[src/rtl/if_fetch_pkg.sv]
// Shared types and helpers for the instruction-fetch stage.
package if_fetch_pkg;

  localparam int BYTE_W = 8;
  localparam int INST_W = 32;

  typedef enum logic [1:0] {
    IF_IDLE  = 2'd0,
    IF_REQ   = 2'd1,
    IF_DRAIN = 2'd2
  } if_state_e;

  // Little-endian byte lane k of the word replaced by b.
  function automatic logic [INST_W-1:0] insert_byte(input logic [INST_W-1:0] word,
                                                     input logic [1:0] k,
                                                     input logic [BYTE_W-1:0] b);
    logic [INST_W-1:0] w;
    w = word;
    w[{k, 3'b000} +: BYTE_W] = b;
    return w;
  endfunction

endpackage

[src/rtl/if_fetch_icache.sv]
// Direct-mapped one-word-per-line instruction cache; compiled only with IF_ICACHE_EN.
`ifdef IF_ICACHE_EN
module if_fetch_icache
  import if_fetch_pkg::*;
#(
  parameter int LINES = 64
) (
  input  logic              clk,
  input  logic              rst,
  input  logic [31:2]       lookup_pc,
  output logic              hit,
  output logic [INST_W-1:0] rdata,
  input  logic              fill,
  input  logic [31:2]       fill_pc,
  input  logic [INST_W-1:0] fill_data
);

  localparam int IDX_W = $clog2(LINES);
  localparam int TAG_W = 32 - IDX_W - 2;

  logic [LINES-1:0]  valid;
  logic [TAG_W-1:0]  tags [LINES];
  logic [INST_W-1:0] data [LINES];

  logic [IDX_W-1:0] lk_idx;
  logic [IDX_W-1:0] fl_idx;
  logic [TAG_W-1:0] lk_tag;
  logic [TAG_W-1:0] fl_tag;

  assign lk_idx = lookup_pc[IDX_W+1:2];
  assign lk_tag = lookup_pc[31:IDX_W+2];
  assign fl_idx = fill_pc[IDX_W+1:2];
  assign fl_tag = fill_pc[31:IDX_W+2];

  assign hit   = valid[lk_idx] && (tags[lk_idx] == lk_tag);
  assign rdata = data[lk_idx];

  always_ff @(posedge clk) begin
    if (rst) begin
      valid <= '0;
    end else if (fill) begin
      valid[fl_idx] <= 1'b1;
    end
  end

  // Tag/data need no reset: they are only observed behind a set valid bit.
  always_ff @(posedge clk) begin
    if (fill) begin
      tags[fl_idx] <= fl_tag;
      data[fl_idx] <= fill_data;
    end
  end

endmodule
`endif

[src/rtl/if_fetch.sv]
// Instruction fetch: assembles 32-bit words from four byte reads and holds the last word.
// Optional direct-mapped cache enabled by defining IF_ICACHE_EN.
//
// state    | meaning
// IF_IDLE  | no fetch in flight; a miss with ce_i starts one
// IF_REQ   | requesting byte fpc+k, collecting bytes 0..3
// IF_DRAIN | flushed with a read outstanding; swallow its byte
module if_fetch
  import if_fetch_pkg::*;
#(
  parameter int ICACHE_LINES = 64
) (
  input  logic              clk,
  input  logic              rst,
  input  logic [31:0]       pc_i,
  input  logic              ce_i,
  input  logic              flush_i,
  output logic [INST_W-1:0] inst_o,
  output logic              stallreq_o,
  output logic [31:0]       mem_addr_o,
  output logic              mem_re_o,
  input  logic [BYTE_W-1:0] mem_rdata_i,
  input  logic              mem_rvalid_i
);

  if (ICACHE_LINES < 2 || (ICACHE_LINES & (ICACHE_LINES - 1)) != 0) begin : g_lines_chk
    $error("ICACHE_LINES must be a power of two >= 2");
  end

  if_state_e state, state_nxt;

  logic [31:0]       fpc, fpc_nxt;
  logic [1:0]        k, k_nxt;
  logic [INST_W-1:0] asm_q, asm_nxt;
  logic [INST_W-1:0] fill_word;
  logic              commit;

  logic              buf_valid;
  logic [31:0]       buf_pc;
  logic [INST_W-1:0] buf_inst;

  logic              buf_hit;
  logic              hit;
  logic [INST_W-1:0] hit_inst;
  logic              active;

  assign buf_hit = buf_valid && (buf_pc == pc_i);

`ifdef IF_ICACHE_EN
  logic              cache_hit;
  logic [INST_W-1:0] cache_inst;

  if_fetch_icache #(
    .LINES(ICACHE_LINES)
  ) u_icache (
    .clk       (clk),
    .rst       (rst),
    .lookup_pc (pc_i[31:2]),
    .hit       (cache_hit),
    .rdata     (cache_inst),
    .fill      (commit),
    .fill_pc   (fpc[31:2]),
    .fill_data (fill_word)
  );

  assign hit      = buf_hit || cache_hit;
  assign hit_inst = buf_hit ? buf_inst : cache_inst;
`else
  assign hit      = buf_hit;
  assign hit_inst = buf_inst;
`endif

  assign active     = ce_i && !rst;
  assign inst_o     = (active && hit) ? hit_inst : '0;
  assign stallreq_o = active && !hit;

  // Request drops in the cycle its byte returns, so each byte is a fresh request.
  assign mem_re_o   = (state == IF_REQ) && !mem_rvalid_i && !rst;
  assign mem_addr_o = fpc + 32'(k);

  assign fill_word  = insert_byte(asm_q, k, mem_rdata_i);

  always_comb begin
    state_nxt = state;
    fpc_nxt   = fpc;
    k_nxt     = k;
    asm_nxt   = asm_q;
    commit    = 1'b0;
    case (state)
      IF_IDLE: begin
        if (ce_i && !hit && !flush_i) begin
          state_nxt = IF_REQ;
          fpc_nxt   = pc_i;
          k_nxt     = 2'd0;
          asm_nxt   = '0;
        end
      end
      IF_REQ: begin
        if (flush_i) begin
          k_nxt     = 2'd0;
          asm_nxt   = '0;
          state_nxt = mem_rvalid_i ? IF_IDLE : IF_DRAIN;
        end else if (mem_rvalid_i) begin
          if (k == 2'd3) begin
            commit    = 1'b1;
            k_nxt     = 2'd0;
            state_nxt = IF_IDLE;
          end else begin
            asm_nxt = fill_word;
            k_nxt   = k + 2'd1;
          end
        end
      end
      IF_DRAIN: begin
        if (mem_rvalid_i) begin
          state_nxt = IF_IDLE;
        end
      end
      default: state_nxt = IF_IDLE;
    endcase
  end

  always_ff @(posedge clk) begin
    if (rst) begin
      state     <= IF_IDLE;
      fpc       <= '0;
      k         <= '0;
      asm_q     <= '0;
      buf_valid <= 1'b0;
      buf_pc    <= '0;
      buf_inst  <= '0;
    end else begin
      state <= state_nxt;
      fpc   <= fpc_nxt;
      k     <= k_nxt;
      asm_q <= asm_nxt;
      if (commit) begin
        buf_valid <= 1'b1;
        buf_pc    <= fpc;
        buf_inst  <= fill_word;
      end
    end
  end

endmodule

[config.mk]
export PLATFORM = sky130hd
export DESIGN_NAME = if_fetch
export DESIGN_NICKNAME = d
export VERILOG_FILES = /design/src/rtl/if_fetch_pkg.sv /design/src/rtl/if_fetch_icache.sv /design/src/rtl/if_fetch.sv
export SDC_FILE = /design/constraint.sdc
export NUM_CORES = 1
export LEC_CHECK = 0
export CORE_MARGIN = 2
export CORE_UTILIZATION = 51
export DETAILED_ROUTE_END_ITERATION = 10
export GPL_TIMING_DRIVEN = 0
export PLACE_DENSITY = 0.87
export SETUP_SLACK_MARGIN = 0.1
export SYNTH_ARGS = -nofsm -noshare
export SYNTH_HDL_FRONTEND = slang
export SYNTH_SLANG_ARGS = --single-unit
export TNS_END_PERCENT = 1
[constraint.sdc]
create_clock -name clk -period 3.24 [get_ports clk]
set_input_delay 0.486 -clock clk [delete_from_list [all_inputs] [get_ports clk]]
set_output_delay 0.486 -clock clk [all_outputs]
set_load 0.01 [all_outputs]
; ---- Yosys cells after proc, flatten, opt, wreduce, memory -nomap -nowiden
; Index checks and enable logic that the tools add are counted.
[op_classes]
n_addsub = 3
n_mul = 0
n_div = 0
n_lt_le_gt_ge = 0
n_eq_ne = 9
n_shift = 2
mux = 23
bitwise = 0
n_reduce_logical = 18
[op_table]
columns = operator, n
row1 = 32-bit 2-to-1 mux, 5
row2 = 32-bit case mux with 2 select lines, 1
row3 = 32-bit by 2-bit adder with 32-bit output, 1
row4 = 32-bit bitwise mux, 1
row5 = 32-bit == test, 1
row6 = 8-bit by 7-bit variable shift with 32-bit output (first input constant), 1
row7 = 8-bit by 7-bit indexed part select with 32-bit output, 1
row8 = 2-bit 2-to-1 mux, 10
row9 = 1-bit logical AND, 8
row10 = 4-bit AND reduction, 2
row11 = 5-bit negator with 7-bit output, 1
row12 = 3-bit != test (second input constant), 2
row13 = 2-bit case mux with 3 select lines, 1
row14 = 2-bit == test (second input constant), 2
row15 = 1-bit logical NOT, 4
row16 = 1-bit 2-to-1 mux, 4
row17 = 2-bit != test (second input constant), 2
row18 = 2-bit case mux with 2 select lines, 1
row19 = 3-bit by 2-bit != test with 1-bit output (second input constant), 1
row20 = 3-bit AND reduction, 1
row21 = 2-bit by 1-bit adder with 2-bit output (second input constant), 1
row22 = 2-bit by 1-bit == test with 1-bit output (second input constant), 1
row23 = 2-bit logical NOT, 1
row24 = 2-bit AND reduction, 1
row25 = 2-bit nonzero test, 1
[totals]
regBits = 133
latchBits = 0
mem_bits_rw = 0
romBits = 0
in_bits = 45
out_inout_bits = 66
memories = 0

; ---- Logic depth before layout (Yosys ltp)
[depth]
word_depth = 7
mapped_depth = 8

; ---- Least setup slack after synthesis
; Ideal clock, no wire load.
[synth_timing]
path_kind = register to output
from = reg k[0]
to = out mem_addr_o[16]
t_arrival_ns = 2.113
required_ns = 2.754
slack_ns = 0.641
stages_incl_launch_ff = 9
n_path_buf = 0
path_cell_list = dfxtp_1 ha_1 inv_1 fa_1 or2_2 nor2_2 nand2_1 nor2_1 xor2_1
[synth_between]
elab_chain_cells = 1
[synth_lines]
columns = element, line
row1 = from (decl), if_fetch.sv:33  ; logic [1:0] k, k_nxt;
row2 = from (signal assigned), if_fetch.sv:135  ; k <= k_nxt;
row3 = 32-bit by 2-bit adder with 32-bit output, if_fetch.sv:79  ; assign mem_addr_o = fpc + 32'(k);
row4 = to (decl), if_fetch.sv:20  ; output logic [31:0] mem_addr_o,
; No other way between the ends.

; ---- Worst setup path after layout
[layout_timing]
from = in pc_i[26]
to = out inst_o[16]
[layout_between]
elab_chain_cells = 4
[layout_lines]
columns = element, line
row1 = from (decl), if_fetch.sv:15  ; input logic [31:0] pc_i,
row2 = 32-bit == test, if_fetch.sv:47  ; assign buf_hit = buf_valid && (buf_pc == pc_i);
row3 = 1-bit logical AND, if_fetch.sv:47
row4 = 1-bit logical AND, if_fetch.sv:74  ; assign inst_o = (active && hit) ? hit_inst : '0;
row5 = 32-bit 2-to-1 mux, if_fetch.sv:74
row6 = to (decl), if_fetch.sv:18  ; output logic [INST_W-1:0] inst_o,
; No other way between the ends.

==> flow_metrics.env <==
export IMPL_fin_nets=974
export IMPL_synth_nets=835
export IMPL_cap_violations=0
export IMPL_final_area_um2=8920
export IMPL_h_tree_depth=4
export IMPL_tritoncts="yes"
export IMPL_slew_headroom_pct=9.76
export IMPL_hold_buffers=0
export IMPL_cts_sinks=133
export IMPL_dpl_instance_area_um2=8050
export IMPL_root_buffer="clkbuf_16"
export IMPL_io_buffers=110
export IMPL_fin_crit_ns=3.12
export IMPL_drc=0
export IMPL_hold_viol=0
export IMPL_yosysWarnings=0
export IMPL_crit_path_end_kind="primary output"
export IMPL_critPathLaunch="pc_i[26]"
export IMPL_setup_viol=0
export IMPL_core_um2=12800
export IMPL_tightest_slew_ns=1.33
export IMPL_setup_tns_ns=0
export IMPL_slowest_delay_ns=0.51
export IMPL_required_ns=2.75
export IMPL_cp_cell_sequence="clkdlybuf4s50_1 -> xnor2_1 -> nand4_1 -> nor4_4 -> nand3_2 -> nor3b_4 -> buf_6 -> clkbuf_8 -> and2_1 -> clkdlybuf4s15_2"
export IMPL_fin_util_pct=69.9
export IMPL_reg2reg_from="state[0]"
export IMPL_cp_top_family="buffers and inverters"
export IMPL_ys_async_sr_fraction_pct=0
export IMPL_yosysTopAreaCellShare_pct=39.5
export IMPL_dieArea_um2=14100
export IMPL_firstDrtPassIters=5
export IMPL_cp_num_buf_inv=4
export IMPL_cts_made_buffers=17
export IMPL_viasPerCell=5.60
export IMPL_drive_gt1_share_pct=15.0
export IMPL_synth_area_leaders="dfxtp_1, xnor2_1, mux2_4"
export IMPL_synth_edf_count=0
export IMPL_n_antenna_cell=0
export IMPL_wl_um=19200
export IMPL_cp_slowest_cell="clkdlybuf4s50_1"
export IMPL_grt_first_pass_wirelength_um=30400
export IMPL_clk_latency_ns=0.43
export IMPL_yosys_area_top_type="dfxtp_1"
export IMPL_syn_area_um2=6730
export IMPL_p_total_mw=4.21
export IMPL_synth_seq_cells=133
export IMPL_synth_area_per_cell_um2=8.62
export IMPL_synthFlopType="dfxtp_1"
export IMPL_overflow=0
export IMPL_drt_initial_drc_count=559
export IMPL_slew_viol_final=0
export IMPL_die_w_um=119
export IMPL_hold_class="input port to flop"
export IMPL_area_delta_synth_final_pct=32.5
export IMPL_finalClockSkew_ns=0.0147
export IMPL_antenna_found_initial=0
export IMPL_clock_path_buffers=2
export IMPL_leakagePower_nw=3.45
export IMPL_hpwl_um=12400
export IMPL_synth_cells=781
export IMPL_grt_max_degree=17
export IMPL_cp_max_fo=6
export IMPL_synth_cell_type_count=44
export IMPL_initial_utilization_pct=52.7
export IMPL_route_antenna_remaining_nets=0
export IMPL_arrival_ns=2.64
export IMPL_vias=6190
export IMPL_clkTransAtPathRegs_ns=0.06
export IMPL_finalCritPeriodShare_pct=96.3
export IMPL_rows=41
export IMPL_status="finished, final reports clean"
export IMPL_top_level_ports=111
export IMPL_grt_pass1_vias=6019
export IMPL_min_from="pc_i[7]"
export IMPL_wl_per_cell_um=17.4
export IMPL_die_h_um=119
export IMPL_grt_usage_pct=27.1
export IMPL_rsz0062_at_grt="yes"
export IMPL_clock_fmax_mhz=320
export IMPL_power_density_nw_per_um2=472
export IMPL_globalplace_congestion=0.851
export IMPL_start_kind="input port"
export IMPL_ir_drop_v=0.000435
export IMPL_ys_seq_area_share_pct=39.5
export IMPL_path_class="input port to primary output"
[worst paths after layout]
| kind | endpoint | slack [ns] | depth (start not counted) |
|---|---|---|---|
| worst min-delay path | fpc[7] | 0.40 | 3 |
| worst max-delay path | inst_o[16] | 0.12 | 10 |
| worst max register to register | buf_inst[28] | 0.41 | 6 |
| worst min register to register | buf_pc[24] | 0.47 | 2 |
[synthesized netlist by cell type, drive strengths merged, types with 2 or more instances]
master,instances
ha,8
xnor2,53
a21oi,71
a21o,2
inv,9
nand2b,3
nand4,13
and3,8
a211oi,32
nor3,7
dfxtp,133
buf,14
nor2b,64
nor2,110
and2,33
mux2i,33
nand3,13
nor4,3
nand2,84
mux2,33
xor2,9
clkbuf,32
[logic make-up after synthesis]
| family | count (synthesis) | synth area share, % |
|---|---|---|
| buf+inv | 55 | 3.68 |
| xor+xnor | 62 | 8.06 |
| compound gates | 109 | 9.57 |
| simple gates | 347 | 25.3 |
| fa+ha+maj | 9 | 1.78 |
| mux | 66 | 12.1 |
| flops | 133 | 39.5 |
[sequential cells by signal, indices dropped and copies added (netlist names)]
| signal | flops |
|---|---|
| asm_q | 32 |
| buf_inst | 32 |
| buf_pc | 32 |
| fpc | 32 |
| k | 2 |
| state | 2 |
| buf_valid | 1 |
[layout make-up]
type	count	area (um^2)
fillers	866	3850
clock buffers	19	443
clock inverters	13	219
well taps	172	215
plain buffers	46	250
flip-flops and latches	133	2670
inverters	9	33.8
multi-input cells	594	3970
repair buffers	119	1130
[routing by layer]
layer | part of all wire, % | wire length, um | GRT usage (%)
met1 | 41 | 7870 | 33.5
met2 | 49 | 9370 | 45.7
met3 | 7.4 | 1420 | 5.32
met4 | 2.7 | 522 | 11.7
met5 | 0 | 0 | 0
[what timing repair did]
action	CTS	global route
resized for setup	145	24
setup buffers	4	4
hold endpoints to repair	0	0
pin swaps	27	9
gates cloned	2	0
setup endpoints to repair	58	43
[placed cells by master, fill, tap and decap left out, types with 16 or more instances in the layout]
cell	synthesis	layout
dfxtp_1	133	128
nor2_1	109	108
nand2_1	84	83
a21oi_1	71	71
nor2b_1	64	64
xnor2_1	53	46
clkdlybuf4s50_1	0	39
dlygate4sd2_1	0	35
and2_1	33	33
mux2i_1	33	33
a211oi_1	32	32
mux2_4	30	30
clkbuf_1	31	27
clkbuf_16	0	17
clkdlybuf4s15_2	0	16
[power breakdown]
| group | internal [mW] | switching, mW |
|---|---|---|
| sequential | 1.66 | 0.0323 |
| combinational | 0.164 | 0.189 |
| clock | 1.40 | 0.767 |
[tightest hold or removal path, stage by stage]
cell            delay (ns)
dlymetal6s2s_1        0.13
mux2i_1               0.09
nor2_1                0.08
[metrics by stage]
| stage | hold slack (ns) | setup slack (ns) | cells |
|---|---|---|---|
| final | 0.399 | 0.118 | 1105 |
| after global routing | 0.408 | 0.0176 | 1105 |
| after CTS | 0.468 | 0.0649 | 1101 |
| after detailed placement | 0.460 | -0.832 | 1063 |
| after global placement | 0.455 | -0.820 | 1063 |
| after floorplan | 0.440 | 0.641 | 781 |
Note: power is estimated with default switching activity, not from simulation.
